File: src/rtl/pc_pkg.sv
// Shared CPU definitions: control-unit operation codes and PC arithmetic constants.
package pc_pkg;

  typedef enum logic [5:0] {
    CU_LUI, CU_AUIPC, CU_JAL, CU_JALR,
    CU_BEQ, CU_BNE, CU_BLT, CU_BGE, CU_BLTU, CU_BGEU,
    CU_LB, CU_LH, CU_LW, CU_LBU, CU_LHU,
    CU_SB, CU_SH, CU_SW,
    CU_ADDI, CU_SLTI, CU_SLTIU, CU_XORI, CU_ORI, CU_ANDI, CU_SLLI, CU_SRLI, CU_SRAI,
    CU_ADD, CU_SUB, CU_SLL, CU_SLT, CU_SLTU, CU_XOR, CU_SRL, CU_SRA, CU_OR, CU_AND,
    CU_ERROR
  } cuOPType;

  localparam logic [31:0] PC_STEP   = 32'd4;
  localparam logic [31:0] JALR_MASK = 32'hFFFF_FFFE;

endpackage

File: src/rtl/pc_next.sv
// Combinational next-PC selection: sequential, jump target or branch decision.
module pc_next
  import pc_pkg::*;
(
  input  logic [31:0] pc_cur,
  input  logic [5:0]  cuOP,
  input  logic [31:0] rs1Read,
  input  logic [31:0] signExtend,
  input  logic        ALUneg,
  input  logic        Zero,
  output logic [31:0] next_pc
);

  logic [31:0] seq_pc;
  logic [31:0] rel_pc;
  logic [31:0] jalr_pc;
  logic        taken;

  assign seq_pc  = pc_cur + PC_STEP;
  assign rel_pc  = pc_cur + signExtend;
  assign jalr_pc = (rs1Read + signExtend) & JALR_MASK;

  always_comb begin
    taken   = 1'b0;
    next_pc = seq_pc;
    case (cuOP)
      CU_JAL:  next_pc = rel_pc;
      CU_JALR: next_pc = jalr_pc;
      CU_BEQ, CU_BNE, CU_BLT, CU_BLTU, CU_BGE, CU_BGEU: begin
        // BLT/BLTU share one flag: the ALU already chose signed vs unsigned
        case (cuOP)
          CU_BEQ:          taken = Zero;
          CU_BNE:          taken = ~Zero;
          CU_BLT, CU_BLTU: taken = ALUneg;
          default:         taken = Zero | ~ALUneg;
        endcase
        next_pc = taken ? rel_pc : seq_pc;
      end
      default: next_pc = seq_pc;
    endcase
  end

endmodule

File: src/rtl/pc.sv
// Program-counter register: reset to RESET_ADDR, advance on iready, else hold.
module pc
  import pc_pkg::*;
#(
  parameter logic [31:0] RESET_ADDR = 32'h0000_0000
) (
  input  logic        clk,
  input  logic        nRST,
  input  logic [5:0]  cuOP,
  input  logic [31:0] rs1Read,
  input  logic [31:0] signExtend,
  input  logic        ALUneg,
  input  logic        Zero,
  input  logic        iready,
  output logic [31:0] PCaddr
);

  logic [31:0] pc_reg;
  logic [31:0] pc_next_val;

  pc_next u_pc_next (
    .pc_cur     (pc_reg),
    .cuOP       (cuOP),
    .rs1Read    (rs1Read),
    .signExtend (signExtend),
    .ALUneg     (ALUneg),
    .Zero       (Zero),
    .next_pc    (pc_next_val)
  );

  // nRST is active-high despite its name; it dominates iready
  always_ff @(posedge clk) begin
    if (nRST)
      pc_reg <= RESET_ADDR;
    else if (iready)
      pc_reg <= pc_next_val;
  end

  assign PCaddr = pc_reg;

endmodule

File: config.mk
export PLATFORM = sky130hd
export DESIGN_NAME = pc
export DESIGN_NICKNAME = d
export VERILOG_FILES = /design/src/rtl/pc_pkg.sv /design/src/rtl/pc_next.sv /design/src/rtl/pc.sv
export SDC_FILE = /design/constraint.sdc
export NUM_CORES = 1
export LEC_CHECK = 0
export ABC_AREA = 1
export BUFFER_PORTS_ARGS = -buffer_cell sky130_fd_sc_hd__buf_2
export CORE_MARGIN = 4
export CORE_UTILIZATION = 45
export DETAILED_ROUTE_END_ITERATION = 8
export PLACE_DENSITY = 0.63
export SYNTH_ARGS = -nofsm -noshare
export SYNTH_HDL_FRONTEND = slang
export SYNTH_SLANG_ARGS = --single-unit
File: constraint.sdc
create_clock -name clk -period 5.1 [get_ports clk]
set_clock_uncertainty 0.2 [all_clocks]
set_input_delay 0.51 -clock clk [delete_from_list [all_inputs] [get_ports clk]]
set_output_delay 0.51 -clock clk [all_outputs]
set_load 0.02 [all_outputs]
* Word level (Yosys, flattened, before mapping)
Cells that the tools add are included. W data, S select, Z words.
Cells by class: add/sub/neg operators 3, equal/unequal tests 8, mux-type cells 4, bitwise gates (word level) 3, reductions and logical operators 2
Operators with widths (count):
- $pmux W32 S3 | 1
- $add A32 B32 Y32 | 2
- $add A32 B3 Y32 const B | 1
- $mux W32 | 1
- $eq A6 B3 Y1 const B | 4
- $eq A6 B2 Y1 const B | 2
- $eq A6 B4 Y1 const B | 2
- $reduce_or A6 Y1 | 1
- $pmux W1 S3 | 1
- $not A1 Y1 | 2
- $reduce_or A2 Y1 | 1
- $mux W1 | 1
- $or A1 B1 Y1 | 1
Word-level totals: flip-flop bits (word level) 32, input bits 75, output and inout bits 32

* Depth between registers and ports, before layout
word-level depth 6, mapped depth 17, gate-level depth less buffers 17

* Hierarchy
Synthesis repeated with hierarchy kept, for this count alone.
Second synthesis, totals: cells, all modules 1380, area total of the unflattened synthesis 7151.9 sq um
By module, submodules not included:
- pc_next | instances 1, cells an instance 1177, area each 5813.1 sq um
- pc | instances 1, cells an instance 203, area each 1338.8 sq um

* Worst setup path after synthesis
No wires, ideal clock.
kind input to register, start point input port signExtend[0], end point register pc_reg[26], in the netlist PCaddr[26], library setup time 0.117 ns, arrival time 2.035 ns, required time 4.783 ns, path slack 2.748 ns, cell stages on the path 17, path buffers 0, path through ha_1 -> inv_1 -> fa_1 -> inv_1 -> nand3_1 -> nand3_1 -> nand2_1 -> nand2_1 -> nand2_1 -> nand2_1 -> nand2_1 -> nand2_1 -> nand2_1 -> nand3_1 -> nand2_1 -> nor2_1 -> nor2_1
Between the ends: cells in the longest elaborated chain, start to end 3
RTL lines:
- start, declared | RTL line pc.sv:11 | input logic [31:0] signExtend,
- $add A32 B32 Y32 | RTL line pc_next.sv:20 | assign rel_pc = pc_cur + signExtend;
- $mux W32 | RTL line pc_next.sv:37 | next_pc = taken ? rel_pc : seq_pc;
- $pmux W32 S3 (*) | RTL line pc_next.sv:26 | case (cuOP)
- end signal, assigned | RTL line pc.sv:36 | pc_reg <= pc_next_val;
- end, declared | RTL line pc.sv:18 | logic [31:0] pc_reg;
Mark *: on every way between the ends. The rest lies on a longest branch, timed or not. A chain may end at the register's enable or synchronous reset.

* Worst setup path after layout
start point register pc_reg[0], in the netlist PCaddr[0], end point register pc_reg[22], in the netlist PCaddr[22]
Between the ends: cells in the longest elaborated chain, start to end 3
RTL lines (RTL line):
- $add A32 B3 Y32 or $add A32 B32 Y32 (tied branches) | pc_next.sv:19, pc_next.sv:20
- $mux W32 | pc_next.sv:37
- $pmux W32 S3 (*) | pc_next.sv:26
Marked as above.

==> impl_metrics.yaml <==
setup_path:
  timing.critical_path.slowest_cell_delay_ns: 0.39
  ff2ff_path_depth: 17
  worstPathCellList: "ha_1, inv_1, fa_1, inv_1, nand3_1, nand3_1, nand2_1, nand2_1, nand2_1, nand2_1, nand2_1, nand2_1, nand2_1, nand3_1, nand2_1, nor2_1, nor2_1"
  cpMaxStageDelayCell: "fa_1"
  cp_max_fo: 5
  critPathKind: "reg2reg"
  critPathArrivalTime_ns: 2.56
  crit_top_cell: "nand2_1"
  reg2reg_setup_slack_ns: 2.52
  timing.rr.start: "PCaddr[0]"
  cp.required_ns: 5.08
  cp-start-kind: "register"
  crit_start: "PCaddr[0]"
  cp-end-kind: "register"
yosys:
  yosys_warnings: 0
  avgSynthCellArea_um2: 5.16
  synthCells: 1335
  synth-seq-cells: 32
  syn_area_um2: 6890
  syn_nets: 1474
  ys_seq_area_frac: 0.0930
  netlist-cell-type-count: 37
detailed_routing:
  drt_wl_total_um: 27500
  via_per_inst: 5.44
  wire_per_inst_um: 17.0
  ant_nets: 0
  detail_route.iter0.violations: 833
  vias: 8795
  first_pass_iters: 5
  route.detailed.drc: 0
pwr:
  p_per_area_nw_per_um2: 171
  leakagePower_nw: 4.26
  peakVddDrop_mv: 0.154
worst_hold_path:
  worstHoldStart: "PCaddr[0]"
  hp-class: "reg2reg"
  hold_depth: 2
clock_network:
  cts_tree: "done"
  cts.sinks: 32
  cts.repair.resized: 0
  numCtsBuffers: 5
  post_cts.repair.setup_buffers: 0
  ctsLongestPathBuffers: 2
  clkTransAtPathRegs_ns: 0.06
  htreeDepth: 2
  clk_latency_ns: 0.29
  cts_hold_buf: 0
  cts_root_buf: "clkbuf_16"
global_routing:
  grt_use_total: 0.306
  grt_start_max_net_pins: 32
  grt_pass1_wl_um: 42300
  grt-ovfl-total: 0
  grt_pass1_vias: 8015
  antenna_found_initial: 0
sta:
  setup_viol: 0
  tns_ns: 0
  slew_viol_final: 0
  whs_ns: 0.289
  rsz0062_at_grt: "no"
  slew-limit-headroom: 0.381
  finalCriticalPeriod_ns: 2.58
  tightestPinTransition_ns: 0.927
  fmax_ghz: 0.387
  hold_violations: 0
  fin_crit_sh: 0.506
layout:
  layout.cells.non_filler: 1618
  final.fill_count: 1688
  nets: 1572
  largest_reg_flops: 32
  area_growth_pct: 12.2
  diodes: 0
  drive_gt1_frac: 0.0955
floorplan:
  dieArea_um2: 17400
  fp.dieW_um: 132
  die_height_um: 132
  num_io_pins: 107
  fp-row-count: 44
  initial_core_util: 0.467
  fp.coreArea_um2: 14800
placed_design:
  routabilityCongestion: 0.958
  dp.cells: 1610
  dpl.hpwl_um: 22900
  port_buffers: 106
outcome:
  status: "complete, no violations"
job:
  drv_cap: 0
metrics by stage:
| step | instance area (um^2) | setup slack, ns | power, mW | util |
|---|---|---|---|---|
| final | 7730 | 2.52 | 1.32 | 0.524 |
| after CTS | 7730 | 2.53 | 1.31 | 0.524 |
| after floorplan | 6890 | 2.75 | 0.778 | - |
| after global placement | 7580 | 2.30 | 0.984 | 0.514 |
| after global routing | 7730 | 2.27 | 1.42 | 0.524 |
| after detailed placement | 7580 | 2.28 | 0.987 | 0.514 |
final timing paths:
path,end
setup reg to reg,PCaddr[22]
hold reg to reg,PCaddr[0]
setup / recovery,PCaddr[22]
hold / removal,PCaddr[0]
routing by layer:
layer,up-vias,GRT usage,wire [um]
met2,359,0.487,12000
li1,4471,-,-
met1,3918,0.426,12400
met4,0,0.104,857
met3,47,0.0398,2230
met5,-,0,0
cells by family (layout without fill, tap and decap cells):
family          after synthesis  after routing  share of synthesized area
compound gates              182            182                      0.140
xor+xnor                     27             27                     0.0343
fa+ha+maj                    64             64                      0.118
buf+inv                     214            313                      0.120
flops                        32             32                     0.0930
simple gates                816            816                      0.494
report_power, final:
group          leakage [nW]  internal (mW)  switching [mW]
Combinational          3.93          0.232           0.454
Sequential            0.264          0.269          0.0451
Clock                0.0660          0.182           0.138
cell type report:
cell class,instances,area (um^2),share of cell area
clock buffer,5,125,0.0162
clock inverter,3,23.8,0.00308
inverter,197,739,0.0957
multi-input combinational,1089,5420,0.702
sequential,32,641,0.0829
tap,184,230,0.0298
timing repair buffer,108,546,0.0706
layout by cell type (no fill, tap or decap), types with 2 or more instances in the layout:
| cell | synthesis | layout |
|---|---|---|
| inv_1 | 194 | 194 |
| and3_1 | 2 | 2 |
| buf_4 | 5 | 2 |
| a21oi_1 | 77 | 77 |
| ha_1 | 62 | 62 |
| dfxtp_1 | 32 | 32 |
| xor2_1 | 20 | 20 |
| buf_2 | 1 | 106 |
| nand3_1 | 118 | 118 |
| nand2_1 | 446 | 446 |
| a31oi_1 | 8 | 8 |
| xnor2_1 | 7 | 7 |
| o21ai_1 | 4 | 4 |
| or2_2 | 7 | 7 |
| clkbuf_16 | 0 | 5 |
| nand4_1 | 17 | 17 |
| nand3b_1 | 16 | 16 |
| o21bai_1 | 8 | 8 |
| fa_1 | 2 | 2 |
| nor2_2 | 4 | 4 |
| nand2_4 | 2 | 2 |
| inv_2 | 3 | 3 |
| nor3_1 | 16 | 16 |
| clkinvlp_4 | 0 | 2 |
| o21ai_0 | 80 | 80 |
| nor2_1 | 181 | 181 |
| nor4_1 | 2 | 2 |
critical path: cells and delay by family, from the launching register on:
family                     cells  cell delay [ns]
buffers and inverters          2             0.13
DFF                            1             0.35
and+or+nand+nor               13             1.18
adders and majority gates      2             0.59
Yosys cell counts, drive strengths merged:
library cell | instances | area share
buf | 7 | 0.0067
a21o | 1 | 0.0011
o31ai | 1 | 0.0011
nand3 | 119 | 0.087
a31oi | 8 | 0.0073
nor2 | 185 | 0.10
nand2 | 449 | 0.25
clkbuf | 10 | 0.0055
or2 | 8 | 0.0073
ha | 62 | 0.11
o21ai | 84 | 0.061
inv | 197 | 0.11
a21oi | 78 | 0.057
nor3 | 17 | 0.013
dfxtp | 32 | 0.093
nand3b | 16 | 0.017
fa | 2 | 0.0058
and2 | 1 | 0.00091
xor2 | 20 | 0.025
o21a | 1 | 0.0011
nor4 | 2 | 0.0018
o21bai | 9 | 0.011
nand4 | 17 | 0.015
and3 | 2 | 0.0018
xnor2 | 7 | 0.0089
Note: power is estimated with default switching activity, not from simulation.
